### config.mk
export PLATFORM = sky130hd
export DESIGN_NAME = sys_arr_feeder_flat
export DESIGN_NICKNAME = d
export VERILOG_FILES = /design/src/rtl/sys_arr_feeder_if.sv /design/src/rtl/sys_arr_feeder.sv /design/src/flat_wrapper.sv
export SDC_FILE = /design/constraint.sdc
export NUM_CORES = 1
export LEC_CHECK = 0
export ABC_AREA = 1
export CORE_AREA = 2 2 124 126
export CTS_CLUSTER_DIAMETER = 100
export DETAILED_ROUTE_END_ITERATION = 8
export DIE_AREA = 0 0 126 128
export PLACE_DENSITY = 0.7
export SYNTH_ARGS = -nofsm -noshare
export SYNTH_HDL_FRONTEND = slang
export SYNTH_SLANG_ARGS = --single-unit
### constraint.sdc
create_clock -name clk -period 2.6 [get_ports clk]
set_clock_uncertainty 0.2 [all_clocks]
set_input_delay 0.39 -clock clk [delete_from_list [all_inputs] [get_ports clk]]
set_output_delay 0.39 -clock clk [all_outputs]
set_load 0.03 [all_outputs]
### src/rtl/sys_arr_feeder_if.sv
// Operand feeder bundle: control handshake, operand RAM ports,
// skewed operand streams and per-PE controls.
interface sys_arr_feeder_if #(
    parameter int N      = 2,
    parameter int ADDR_W = 8
);
    logic                        start;
    logic [ADDR_W-1:0]           k_len;
    logic                        busy;
    logic                        done;
    logic                        ram_own;
    logic [N-1:0][ADDR_W-1:0]    ram_a_addr;
    logic [N-1:0]                ram_a_rden;
    logic [N-1:0][31:0]          ram_a_q;
    logic [N-1:0][ADDR_W-1:0]    ram_w_addr;
    logic [N-1:0]                ram_w_rden;
    logic [N-1:0][31:0]          ram_w_q;
    logic [N-1:0][31:0]          a_in;
    logic [N-1:0][31:0]          w_in;
    logic [N-1:0][N-1:0]         en_mult;
    logic [N-1:0][N-1:0]         clr_mult;
    logic [N-1:0][N-1:0]         en_accum;
    logic [N-1:0][N-1:0]         clr_accum;

    modport master (
        input  start, k_len, ram_a_q, ram_w_q,
        output busy, done, ram_own,
        output ram_a_addr, ram_a_rden, ram_w_addr, ram_w_rden,
        output a_in, w_in,
        output en_mult, clr_mult, en_accum, clr_accum
    );

    modport slave (
        output start, k_len, ram_a_q, ram_w_q,
        input  busy, done, ram_own,
        input  ram_a_addr, ram_a_rden, ram_w_addr, ram_w_rden,
        input  a_in, w_in,
        input  en_mult, clr_mult, en_accum, clr_accum
    );
endinterface

### src/rtl/sys_arr_feeder.sv
// Operand sequencer for the systolic array: reads A rows / W columns
// with a diagonal skew and generates per-PE multiply/accumulate controls.
module sys_arr_feeder #(
    parameter int N        = 2,
    parameter int ADDR_W   = 8,
    parameter int MULT_LAT = 1,
    parameter int ACC_LAT  = 1
) (
    input  logic             clk,
    input  logic             rst,
    sys_arr_feeder_if.master bus
);
    localparam int CW   = ADDR_W + 2;
    localparam int TAIL = 2 * (N - 1) + MULT_LAT + ACC_LAT;

    typedef enum logic [1:0] {
        S_IDLE,
        S_CLEAR,
        S_RUN,
        S_DONE
    } state_e;

    state_e              state_q, state_d;
    logic [CW-1:0]       t_q, t_d;
    logic [ADDR_W-1:0]   k_q, k_d;
    logic [N-1:0]        rd_q, rd_d;
    logic [CW-1:0]       k_ext;
    logic [CW-1:0]       t_last;
    logic                run;
    logic                clear;
    logic [N-1:0][N-1:0] em_c;
    logic [N-1:0][N-1:0] ea_raw;

    assign k_ext  = CW'(k_q);
    assign t_last = k_ext + CW'(TAIL);
    assign run    = (state_q == S_RUN);
    assign clear  = (state_q == S_CLEAR);

    always_ff @(posedge clk) begin
        if (rst) begin
            state_q <= S_IDLE;
            t_q     <= '0;
            k_q     <= '0;
            rd_q    <= '0;
        end else begin
            state_q <= state_d;
            t_q     <= t_d;
            k_q     <= k_d;
            rd_q    <= rd_d;
        end
    end

    always_comb begin
        state_d = state_q;
        t_d     = t_q;
        k_d     = k_q;
        unique case (state_q)
            S_IDLE: begin
                if (bus.start) begin
                    k_d     = bus.k_len;
                    state_d = S_CLEAR;
                end
            end
            S_CLEAR: begin
                t_d     = '0;
                state_d = (k_q == '0) ? S_DONE : S_RUN;
            end
            S_RUN: begin
                t_d = t_q + 1'b1;
                if (t_q == t_last) state_d = S_DONE;
            end
            S_DONE: state_d = S_IDLE;
            default: state_d = S_IDLE;
        endcase
    end

    // A rows and W columns share one skew schedule, so one read mask serves both.
    always_comb begin
        rd_d           = '0;
        em_c           = '0;
        bus.ram_a_addr = '0;
        bus.ram_w_addr = '0;
        bus.a_in       = '0;
        bus.w_in       = '0;
        for (int i = 0; i < N; i++) begin
            if (run && t_q >= CW'(i) && (t_q - CW'(i)) < k_ext) begin
                rd_d[i]           = 1'b1;
                bus.ram_a_addr[i] = ADDR_W'(t_q - CW'(i));
                bus.ram_w_addr[i] = ADDR_W'(t_q - CW'(i));
            end
            bus.a_in[i] = rd_q[i] ? bus.ram_a_q[i] : 32'h0;
            bus.w_in[i] = rd_q[i] ? bus.ram_w_q[i] : 32'h0;
            for (int j = 0; j < N; j++) begin
                if (run && t_q > CW'(i + j) &&
                    (t_q - CW'(i + j + 1)) < k_ext)
                    em_c[i][j] = 1'b1;
            end
        end
        bus.ram_a_rden = rd_d;
        bus.ram_w_rden = rd_d;
        bus.busy       = clear || run;
        bus.ram_own    = clear || run;
        bus.done       = (state_q == S_DONE);
        bus.clr_mult   = clear ? '1 : '0;
        bus.clr_accum  = clear ? '1 : '0;
        bus.en_mult    = em_c;
        bus.en_accum   = run ? ea_raw : '0;
    end

    if (MULT_LAT == 0) begin : g_nolat
        assign ea_raw = em_c;
    end else begin : g_lat
        logic [MULT_LAT-1:0][N-1:0][N-1:0] pipe_q;
        always_ff @(posedge clk) begin
            if (rst) begin
                pipe_q <= '0;
            end else begin
                pipe_q[0] <= em_c;
                for (int s = 1; s < MULT_LAT; s++)
                    pipe_q[s] <= pipe_q[s-1];
            end
        end
        assign ea_raw = pipe_q[MULT_LAT-1];
    end
endmodule

### src/flat_wrapper.sv
// flat-port wrapper written by rule: the top's interface ports become plain ports
module sys_arr_feeder_flat 
#(
    parameter int N        = 2,
    parameter int ADDR_W   = 8,
    parameter int MULT_LAT = 1,
    parameter int ACC_LAT  = 1
)
  (clk, rst, bus_start, bus_k_len, bus_ram_a_q, bus_ram_w_q, bus_busy, bus_done, bus_ram_own, bus_ram_a_addr, bus_ram_a_rden, bus_ram_w_addr, bus_ram_w_rden, bus_a_in, bus_w_in, bus_en_mult, bus_clr_mult, bus_en_accum, bus_clr_accum);
  sys_arr_feeder_if #(.N(N), .ADDR_W(ADDR_W)) bus_i ();
  input  logic clk;
  input  logic rst;
  input wire logic [$bits(bus_i.start)-1:0] bus_start;
  input wire logic [$bits(bus_i.k_len)-1:0] bus_k_len;
  input wire logic [$bits(bus_i.ram_a_q)-1:0] bus_ram_a_q;
  input wire logic [$bits(bus_i.ram_w_q)-1:0] bus_ram_w_q;
  output wire logic [$bits(bus_i.busy)-1:0] bus_busy;
  output wire logic [$bits(bus_i.done)-1:0] bus_done;
  output wire logic [$bits(bus_i.ram_own)-1:0] bus_ram_own;
  output wire logic [$bits(bus_i.ram_a_addr)-1:0] bus_ram_a_addr;
  output wire logic [$bits(bus_i.ram_a_rden)-1:0] bus_ram_a_rden;
  output wire logic [$bits(bus_i.ram_w_addr)-1:0] bus_ram_w_addr;
  output wire logic [$bits(bus_i.ram_w_rden)-1:0] bus_ram_w_rden;
  output wire logic [$bits(bus_i.a_in)-1:0] bus_a_in;
  output wire logic [$bits(bus_i.w_in)-1:0] bus_w_in;
  output wire logic [$bits(bus_i.en_mult)-1:0] bus_en_mult;
  output wire logic [$bits(bus_i.clr_mult)-1:0] bus_clr_mult;
  output wire logic [$bits(bus_i.en_accum)-1:0] bus_en_accum;
  output wire logic [$bits(bus_i.clr_accum)-1:0] bus_clr_accum;
  assign bus_i.start = bus_start;
  assign bus_i.k_len = bus_k_len;
  assign bus_i.ram_a_q = bus_ram_a_q;
  assign bus_i.ram_w_q = bus_ram_w_q;
  assign bus_busy = bus_i.busy;
  assign bus_done = bus_i.done;
  assign bus_ram_own = bus_i.ram_own;
  assign bus_ram_a_addr = bus_i.ram_a_addr;
  assign bus_ram_a_rden = bus_i.ram_a_rden;
  assign bus_ram_w_addr = bus_i.ram_w_addr;
  assign bus_ram_w_rden = bus_i.ram_w_rden;
  assign bus_a_in = bus_i.a_in;
  assign bus_w_in = bus_i.w_in;
  assign bus_en_mult = bus_i.en_mult;
  assign bus_clr_mult = bus_i.clr_mult;
  assign bus_en_accum = bus_i.en_accum;
  assign bus_clr_accum = bus_i.clr_accum;
  sys_arr_feeder #(.N(N), .ADDR_W(ADDR_W), .MULT_LAT(MULT_LAT), .ACC_LAT(ACC_LAT)) u_core (.clk(clk), .rst(rst), .bus(bus_i));
endmodule
==> metrics.md, run 1 <==
| Metric | Value |
|---|---|
| DRC viols | 0 |
| Endpoints failing setup | 40 |
| Mapped Cells | ~700 |
| Final global-route overflow total | 0 |
| Clk sinks | 25 |
| Row count | 45 |
| Routability-driven placement congestion ratio | 0.880 |
| Flops & latches, synth | 25 |
| Syn_area_per_cell | about 5.5 um^2 |
| Die area | around 0.016 mm^2 |
| Die H | between 100 and 150 um |
| Final worst-path cycle share | 1.27 |
| Cell area power density | 426 mW/mm^2 |
| Post-synthesis sequential area ratio | 0.130 |
| Clock Latency Late Sink | 260 ps |
| Worst Hold Class | flip-flop to flip-flop |
| Synth-to-layout area growth | 120% |
| First-pass GRT wire length | 27,200 um |
| Critical Path Source Type | flip-flop |
| I/O pin total | 322 |
| Worst Hold Slack | 368 ps |
| Overall Power | 3.61 mW |
| Highest clock rate | 303 MHz |
| Wire per inst | between 10 and 15 um |
| Peak VDD IR | 0.000297 V |
| Total track usage | 0.209 |
| Yosys warns | 0 |
| CP Class | flip-flop to output pin |
| Iteration-0 DRC Markers | 305 |
| Antenna Nets Post-Route | 0 |
| Largest net degree at the start of global routing | 65 |
| Antenna Cells | 0 |
| Cell variety after synth | 31 |
| WP data required | 2010 ps |
| Dpl hpwl | between 10,000 and 15,000 um |
| CP max FO | 5 |
| Outcome | finished with violations |
| Vias/cell | 4.33 |
| Failing checks | setup timing |
| Root Buffer | clkbuf_16 |
| H-tree levels | 1 |
| Final #Nets | 1,259 |
| Leading cell type in the layout, fill and taps excluded | clkdlybuf4s50_1 |
| Worst slew margin | 0.671 |
| Core ar. | 0.0149 mm^2 |
| Die X | 126 um |
| Routed via count | 5,461 |
| Commonest cells after routing, fill and taps aside | clkdlybuf4s50_1, nand2_1, inv_1 |
| RSZ-0062 raised after global routing | true |
| Syn Nets | just under 900 |
| Vias in the first global route | 5,079 |
| Leak | 4.53 nW |
| Total CTS buffers | 3 |
| Initial Util | 0.260 |
| Cts hold-fix bufs | 0 |
| Port bufs | 321 |
| Fin. Hold Viols | 0 |
| Fraction of layout cells with a size suffix above 1 | 0.212 |
| Initial antenna violation count | 0 |
| Pins Over Slew Limit | 0 |
| Tmin final | 3300 ps |
| Mapped Area | 0.00386 mm^2 |
| Maxcap violations | 0 |
| Final wirelength | 18,700 um |
| Clk slew on worst S/H paths | 70 ps |
| CTS Buffer Depth | 2 |
| First-pass iteration count of the detailed router | 5 |
| Slew @ Worst Pin | roughly 490 ps |
| CP arrival | 2710 ps |
| Nature of the critical path endpoint | output pin |
| Min setup slack post-route | -695 ps |
| # fillers | 1,332 |
| CTS tree | built |
sequential cells by signal (all words and copies together) (netlist names):
| signal | cells |
|---|---|
| u_core.ea_raw | 3 |
| u_core.k_q | 8 |
| u_core.rd_q | 2 |
| u_core.state_q | 2 |
| u_core.t_q | 10 |
worst paths after layout:
| kind | start | to | slack (ps) | cells past startpoint |
|---|---|---|---|---|
| min reg2reg | u_core.state_q[1] | u_core.state_q[1] | 370 | 2 |
| min | u_core.state_q[1] | u_core.state_q[1] | 370 | 2 |
| max reg2reg | u_core.t_q[1] | u_core.rd_q[1] | 40 | 16 |
| max | u_core.t_q[1] | bus_ram_a_addr[9] | -700 | 16 |
power breakdown:
| group | switching (mW) | leakage (nW) | internal (mW) |
|---|---|---|---|
| Clock | 0.155 | 0.0409 | 0.208 |
| Combinational | 1.53 | 4.28 | 1.23 |
| Sequential | 0.0531 | 0.208 | 0.438 |
| Total | 1.73 | 4.53 | 1.88 |
cell usage after synthesis:
master	instances	area [um^2]
buf_6	2	22.5
clkinv_1	1	3.75
dfxtp_1	25	500
nand3_4	1	17.5
nand4_1	8	50.1
inv_1	194	728
xnor2_1	1	8.76
buf_4	29	218
ha_1	46	576
o21ai_0	20	100
a211oi_1	2	15.0
o31ai_1	1	7.51
a21oi_1	35	175
nor2_1	57	214
a31oi_1	1	6.26
o21bai_1	2	15.0
nor3_1	7	35.0
nor4_1	2	12.5
nand2_1	192	721
and2_1	1	6.26
clkbuf_1	16	60.1
o21a_1	1	7.51
nor2_4	3	33.8
a21o_1	1	7.51
nand3b_1	1	7.51
nand3_1	20	100
o211ai_1	1	7.51
nand2_2	2	12.5
xor2_1	17	149
nor2_2	5	31.3
buf_2	3	15.0
through the flow:
| stage | setup TNS, ps | setup WS [ps] | std cells | utilization | area (um^2) |
|---|---|---|---|---|---|
| global route | -22770 | -765 | 1261 | 0.571 | 8490 |
| floorplan | -9270 | -554 | 697 | - | 4120 |
| finish | -19130 | -695 | 1261 | 0.571 | 8490 |
| detailed placement | -10760 | -455 | 1234 | 0.525 | 7800 |
| global placement | -8200 | -330 | 1234 | 0.525 | 7800 |
| CTS | -19250 | -628 | 1254 | 0.559 | 8320 |
worst max-delay path: stages (launching register included):
cell,delay (ps)
dfxtp_2,350
inv_4,60
ha_4,160
nand2_4,70
inv_4,50
nor2_4,130
xor2_2,190
inv_1,110
ha_4,250
a21oi_4,150
o21a_1,150
nor2_2,50
nor2_4,110
nand3_4,100
buf_4,170
nor2_4,170
buf_12,150
routing by layer:
metal  up-vias  global-route usage  routed length [um]
li1       2757                   -                   -
met1      2419               0.256                7430
met2       240               0.378                9390
met3        45              0.0334                1280
met4         0              0.0601                 597
met5         -                   0                   0
cell type report:
class | count | area (um^2) | area share
Clock buffer | 3 | 75.1 | 0.00885
Clock inverter | 1 | 5.00 | 0.000590
Inverter | 195 | 748 | 0.0882
Multi-Input combinational cell | 427 | 2740 | 0.323
Sequential cell | 25 | 517 | 0.0609
Tap cell | 188 | 235 | 0.0277
Timing Repair Buffer | 422 | 4160 | 0.491
kinds of logic (layout without fill, tap and decap cells):
kind of cell | count (synthesis) | in the layout | share of synthesized area
adder cells (fa/ha/maj) | 46 | 46 | 0.149
buffers and inverters | 245 | 621 | 0.271
flip-flops | 25 | 25 | 0.130
AND/OR/NAND/NOR | 299 | 299 | 0.321
XOR/XNOR | 18 | 18 | 0.0408
AO/OA/AOI/OAI | 64 | 64 | 0.0884
timing repair:
| item | in CTS | in global routing |
|---|---|---|
| pin swaps | 30 | 26 |
| setup endpoints to repair | 40 | 43 |
| cloned | 0 | 0 |
| gates resized for setup | 78 | 25 |
| buffers inserted | 17 | 7 |
Note: power is estimated with default switching activity, not from simulation.
==> run 2, diff against run 1 <==
--- a/config.mk
+++ b/config.mk
@@ -10,7 +10,7 @@
 export CTS_CLUSTER_DIAMETER = 100
 export DETAILED_ROUTE_END_ITERATION = 8
 export DIE_AREA = 0 0 126 128
-export PLACE_DENSITY = 0.7
+export PLACE_DENSITY = 0.73
 export SYNTH_ARGS = -nofsm -noshare
 export SYNTH_HDL_FRONTEND = slang
 export SYNTH_SLANG_ARGS = --single-unit
==> metrics.md, run 2 (synthesized netlist as in run 1, its figures left out) <==
| Metric | Value |
|---|---|
| Min setup slack post-route | -728 ps (was -695 ps) |
| Clk sinks | 25 (unchanged) |
| Leading cell type in the layout, fill and taps excluded | clkdlybuf4s50_1 (unchanged) |
| Root Buffer | clkbuf_16 (unchanged) |
| Die H | 128 um (unchanged) |
| Cell area power density | 429 mW/mm^2 (was 426 mW/mm^2) |
| Fraction of layout cells with a size suffix above 1 | 0.209 (was 0.212) |
| Maxcap violations | 0 (unchanged) |
| Die area | 0.0161 mm^2 (unchanged) |
| Clk slew on worst S/H paths | 80 ps (was 70 ps) |
| First-pass GRT wire length | 27,200 um (about the same) |
| CP arrival | 2740 ps (was 2710 ps) |
| Largest register FFs | 10 (unchanged) |
| Antenna Nets Post-Route | 0 (unchanged) |
| WP data required | 2010 ps (about the same) |
| Peak VDD IR | 0.000306 V (was 0.000297 V) |
| Port bufs | 321 (unchanged) |
| Clock Latency Late Sink | 270 ps (was 260 ps) |
| Antenna Cells | 0 (unchanged) |
| Final Util | 0.570 (was 0.571) |
| Vias/cell | 4.34 (was 4.33) |
| Commonest cells after routing, fill and taps aside | clkdlybuf4s50_1, nand2_1, inv_1 (unchanged) |
| CP max FO | 6 (was 5) |
| Final global-route overflow total | 0 (unchanged) |
| Row count | 45 (unchanged) |
| Tmin final | 3330 ps (was 3300 ps) |
| I/O pin total | 322 (unchanged) |
| Slew @ Worst Pin | 414 ps (was 491 ps) |
| Initial antenna violation count | 0 (unchanged) |
| Failing checks | setup timing (unchanged) |
| Final #Nets | 1,254 (was 1,259) |
| Leak | 4.63 nW (was 4.53 nW) |
| Fin. Hold Viols | 0 (unchanged) |
| Dpl hpwl | 15,200 um (was 15,000 um) |
| First-pass iteration count of the detailed router | 5 (unchanged) |
| Iteration-0 DRC Markers | 263 (was 305) |
| DRC viols | 0 (unchanged) |
| CTS tree | built (unchanged) |
| H-tree levels | 1 (unchanged) |
| RSZ-0062 raised after global routing | true (unchanged) |
| Die X | 126 um (unchanged) |
| Cts hold-fix bufs | 0 (unchanged) |
| Largest Register | u_core.t_q (unchanged) |
| Post-place setup slack | -464 ps (was -455 ps) |
| Initial Util | 0.260 (unchanged) |
| Total CTS buffers | 3 (unchanged) |
| Routed via count | 5,447 (was 5,461) |
| Critical Path Source Type | flip-flop (unchanged) |
| Total track usage | 0.209 (about the same) |
| Nature of the critical path endpoint | output pin (unchanged) |
| Pins Over Slew Limit | 0 (unchanged) |
| CP Class | flip-flop to output pin (unchanged) |
| Outcome | finished with violations (unchanged) |
| Synth-to-layout area growth | 119% (was 120%) |
| Worst slew margin | 0.724 (was 0.671) |
| Vias in the first global route | 5,038 (was 5,079) |
| Routability-driven placement congestion ratio | 0.933 (was 0.880) |
| CTS Buffer Depth | 2 (unchanged) |
| Wire per inst | 14.9 um (was 14.8 um) |
| Core ar. | 0.0149 mm^2 (unchanged) |
| Final wirelength | 18,800 um (was 18,700 um) |
| Largest net degree at the start of global routing | 65 (unchanged) |
| Worst Hold Class | flip-flop to flip-flop (unchanged) |
| Endpoints failing setup | 41 (was 40) |
| Final worst-path cycle share | 1.28 (was 1.27) |
| Final setup TNS | -19,750 ps (was -19,130 ps) |
| Highest clock rate | 300 MHz (was 303 MHz) |
==> run 2: cell count changes in the layout (fill, tap and decap cells not counted), moves of 2 or more <==
cell,before,now
dlymetal6s2s_1,0,6
buf_4,82,77
buf_6,52,47
clkdlybuf4s50_1,280,275
buf_12,8,12
nor2_1,36,33
nor2_2,7,10
ha_1,37,39
==> run 2: final cells by class <==
cell class	count	area, um^2
Clock buffer	3	75.1
Clock inverter	1	7.51
Fill cell	1348	6390
Inverter	195	748
Multi-Input combinational cell	427	2720
Sequential cell	25	517
Tap cell	188	235
Timing Repair Buffer	417	4180
==> run 2: critical path, stage by stage (launching register included) <==
cell and delay [ps]:
dfxtp_2 360, inv_4 60, buf_6 110, ha_4 170, buf_6 110, nand2_2 70, nor2_2 40, nor2_2 120
inv_1 70, ha_1 270, nand2_1 50, nand3b_1 200, nor2_2 180, nand2_2 100, nand3_4 100, buf_12 150
clkinvlp_4 120, buf_6 150
==> run 2: power by group <==
part,internal [mW],switching (mW),total [mW]
sequential,0.438,0.0552,0.493
combinational,1.25,1.52,2.77
clock,0.210,0.165,0.375
total,1.90,1.74,3.64
==> run 2: final timing paths <==
kind                       end  cells past startpoint              start  slack (ps)
max          bus_ram_w_rden[1]                     17      u_core.t_q[1]        -730
min          u_core.state_q[0]                      2  u_core.state_q[0]         360
max reg2reg   u_core.ea_raw[3]                     13      u_core.t_q[1]           0
min reg2reg  u_core.state_q[0]                      2  u_core.state_q[0]         360
==> run 2: per-stage QoR <==
step / total power, mW / std cells / hold slack [ps] / area (um^2)
final: 3.64 / 1256 / 363 / 8480
after global routing: 3.88 / 1256 / 408 / 8480
after CTS: 3.49 / 1248 / 363 / 8270
after detailed placement: 2.94 / 1234 / 352 / 7830
after global placement: 2.90 / 1234 / 348 / 7830
after floorplan: 1.91 / 697 / 275 / 4120
==> run 2: timing repair <==
item,in CTS,in global routing
buffers inserted,10,9
gates cloned,0,0
gates resized for setup,76,28
endpoints found under the setup margin,40,48
pin swaps,28,36
==> run 2: metal layers <==
layer	global-route usage	vias up	routed length [um]
met5	0	-	0
met4	0.0349	0	395
li1	-	2751	-
met1	0.269	2446	7770
met2	0.373	224	9380
met3	0.0317	26	1210
==> run 3, diff against run 2 <==
--- a/config.mk
+++ b/config.mk
@@ -10,6 +10,7 @@
 export CTS_CLUSTER_DIAMETER = 100
 export DETAILED_ROUTE_END_ITERATION = 8
 export DIE_AREA = 0 0 126 128
+export MAX_ROUTING_LAYER = met4
 export PLACE_DENSITY = 0.73
 export SYNTH_ARGS = -nofsm -noshare
 export SYNTH_HDL_FRONTEND = slang
==> metrics.md, run 3 (synthesized netlist as in run 1, its figures left out) <==
| Metric | Value |
|---|---|
| Cell area after layout | 0.00848 mm^2 (about the same) |
| Routed via count | 5,383 (was 5,447) |
| R2R cell count | 13 (unchanged) |
| Outcome | finished with violations (unchanged) |
| Die area | 0.0161 mm^2 (unchanged) |
| Clock Power Share | 0.101 (was 0.103) |
| RSZ-0062 raised after global routing | true (unchanged) |
| Slowest cell on crit path | dfxtp_4 (was dfxtp_2) |
| Largest Register | u_core.t_q (unchanged) |
| Worst slew margin | 0.686 (was 0.724) |
| Min setup slack post-route | -709 ps (was -728 ps) |
| Final setup TNS | -19,110 ps (was -19,750 ps) |
| DRC viols | 0 (unchanged) |
| Largest register FFs | 10 (unchanged) |
| Final #Nets | 1,254 (unchanged) |
| Worst Hold Slack | 364 ps (was 363 ps) |
| Cell Area, Placed | 0.00783 mm^2 (unchanged) |
| R2R setup slack | 120 ps (was 0 ps) |
| Commonest cells after routing, fill and taps aside | clkdlybuf4s50_1, nand2_1, inv_1 (unchanged) |
| WHS Path Cells | 2 (unchanged) |
| Die H | 128 um (unchanged) |
| WP data required | 2010 ps (about the same) |
| Critical Path Source Type | flip-flop (unchanged) |
| Flop pwr share | 0.141 (was 0.136) |
| Synth-to-layout area growth | 120% (was 119%) |
| Final global-route overflow total | 0 (unchanged) |
| NetSw | 1.71 mW (was 1.74 mW) |
| Power share of the combinational group | 0.758 (was 0.761) |
| Initial Util | 0.260 (unchanged) |
| Vias/cell | 4.29 (was 4.34) |
| Hold Crit Endpoint | u_core.state_q[1] (was u_core.state_q[0]) |
| Clk slew on worst S/H paths | 80 ps (about the same) |
| First-pass iteration count of the detailed router | 5 (unchanged) |
| Worst path max stage delay | 360 ps (about the same) |
| Hold_sp | u_core.state_q[1] (was u_core.state_q[0]) |
| Internal power | 1.88 mW (was 1.90 mW) |
| Critical-path cell list | buf_4 > nor2_4 > nand2_2 > o21ai_2 > inv_1 > nor2_2 > inv_1 > ha_1 > nand2_1 > nand3b_1 > nor2_1 > nand2_1 > nand3_4 > buf_12 > clkinvlp_4 > buf_6 (was inv_4 > buf_6 > ha_4 > buf_6 > nand2_2 > nor2_2 > nor2_2 > inv_1 > ha_1 > nand2_1 > nand3b_1 > nor2_2 > nand2_2 > nand3_4 > buf_12 > clkinvlp_4 > buf_6) |
| Row count | 45 (unchanged) |
| Pins Over Slew Limit | 0 (unchanged) |
| I/O pin total | 322 (unchanged) |
| Tmin final | 3310 ps (was 3330 ps) |
| Largest net degree at the start of global routing | 65 (unchanged) |
| Routability-driven placement congestion ratio | 0.936 (was 0.933) |
| Placed cells | 1,234 (unchanged) |
| Crit path buf inv count | 6 (was 7) |
| Die X | 126 um (unchanged) |
| Worst Hold Class | flip-flop to flip-flop (unchanged) |
| CP max FO | 10 (was 6) |
| Slew @ Worst Pin | 471 ps (was 414 ps) |
| Peak VDD IR | 0.000302 V (was 0.000306 V) |
| Fin cells | 1,256 (unchanged) |
| Fraction of layout cells with a size suffix above 1 | 0.209 (unchanged) |
| CTS Buffer Depth | 2 (unchanged) |
| Reg-to-Reg End | u_core.ea_raw[2] (was u_core.ea_raw[3]) |
| Root Buffer | clkbuf_16 (unchanged) |
| Final worst-path cycle share | 1.27 (was 1.28) |
| Cts hold-fix bufs | 0 (unchanged) |
| Endpoints failing setup | 40 (was 41) |
| Total track usage | 0.214 (was 0.209) |
| Dpl hpwl | 15,400 um (was 15,200 um) |
| Clk sinks | 25 (unchanged) |
| Iteration-0 DRC Markers | 338 (was 263) |
| # fillers | 1,350 (was 1,348) |
| Leading cell type in the layout, fill and taps excluded | clkdlybuf4s50_1 (unchanged) |
| Vias in the first global route | 5,043 (was 5,038) |
| Antenna Cells | 0 (unchanged) |
| CTS tree | built (unchanged) |
| Cell area power density | 423 mW/mm^2 (was 429 mW/mm^2) |
| Maxcap violations | 0 (unchanged) |
| Sw frac | 0.477 (was 0.478) |
| Wire per inst | 14.7 um (was 14.9 um) |
| Highest clock rate | 302 MHz (was 300 MHz) |
| First-pass GRT wire length | 26,900 um (was 27,200 um) |
| Initial antenna violation count | 0 (unchanged) |
| Leak | 4.57 nW (was 4.63 nW) |
| H-tree levels | 1 (unchanged) |
| Antenna Nets Post-Route | 0 (unchanged) |
| Nature of the critical path endpoint | output pin (unchanged) |
| Critical path's top delay family | simple AND/OR/NAND/NOR gates (unchanged) |
| Port bufs | 321 (unchanged) |
| Failing checks | setup timing (unchanged) |
| Worst flop-to-flop path startpoint | u_core.t_q[2] (was u_core.t_q[1]) |
| CP arrival | 2720 ps (was 2740 ps) |
| Final wirelength | 18,500 um (was 18,800 um) |
| Core ar. | 0.0149 mm^2 (unchanged) |
| Total CTS buffers | 3 (unchanged) |
| Fin. Hold Viols | 0 (unchanged) |
| Clock Latency Late Sink | 270 ps (about the same) |
| CP Class | flip-flop to output pin (unchanged) |
run 3: cell type report:
type,count,area [um^2],area share
clock buffers,4,78.8,0.00929
well taps,188,235,0.0277
flip-flops and latches,25,518,0.0611
inverters,195,748,0.0882
repair buffers,417,4150,0.489
multi-input cells,427,2760,0.325
run 3: per-layer routing:
metal	wire (um)	up-vias	track usage
met3	1110	24	0.0305
met1	7910	2381	0.267
met4	321	0	0.0362
met2	9150	226	0.372
li1	-	2752	-
met5	0	-	-
run 3: power by group through the flow:
stage,clock (mW),combinational (mW),sequential [mW]
2_1_floorplan,0,1.42,0.491
3_3_place_gp,0,2.38,0.511
3_5_place_dp,0,2.42,0.513
4_1_cts,0.368,2.53,0.506
5_1_grt,0.389,2.92,0.517
6_report,0.363,2.72,0.506
run 3: worst min-delay path, stage by stage (launching register included):
cell and delay, ps:
dfxtp_1 340, a21oi_1 130, nor2_1 50
run 3: per-stage QoR:
step                setup WS (ps)  total power, mW  utilization
CTS                          -648             3.41        0.556
detailed placement           -414             2.93        0.527
finish                       -709             3.59        0.571
global placement             -354             2.89        0.527
floorplan                    -554             1.91            -
global route                 -797             3.83        0.571
run 3: how the worst max path moves through the flow:
stage / slack [ps] / start / endpoint / cells past startpoint
final: -710 / u_core.t_q[2] / bus_ram_a_rden[1] / 16
after global routing: -800 / u_core.t_q[2] / bus_ram_a_rden[1] / 16
after CTS: -650 / u_core.t_q[2] / bus_ram_a_addr[11] / 16
after detailed placement: -410 / u_core.t_q[2] / bus_ram_a_addr[11] / 16
after global placement: -350 / u_core.t_q[2] / bus_ram_a_addr[9] / 16
after floorplan: -550 / u_core.t_q[2] / bus_ram_w_addr[10] / 16
run 3: timing repair:
| action | in CTS | in global routing |
|---|---|---|
| setup endpoints to repair | 40 | 54 |
| buffers inserted | 11 | 10 |
| pin swaps | 37 | 36 |
| gates resized for setup | 72 | 36 |
| cloned | 0 | 0 |
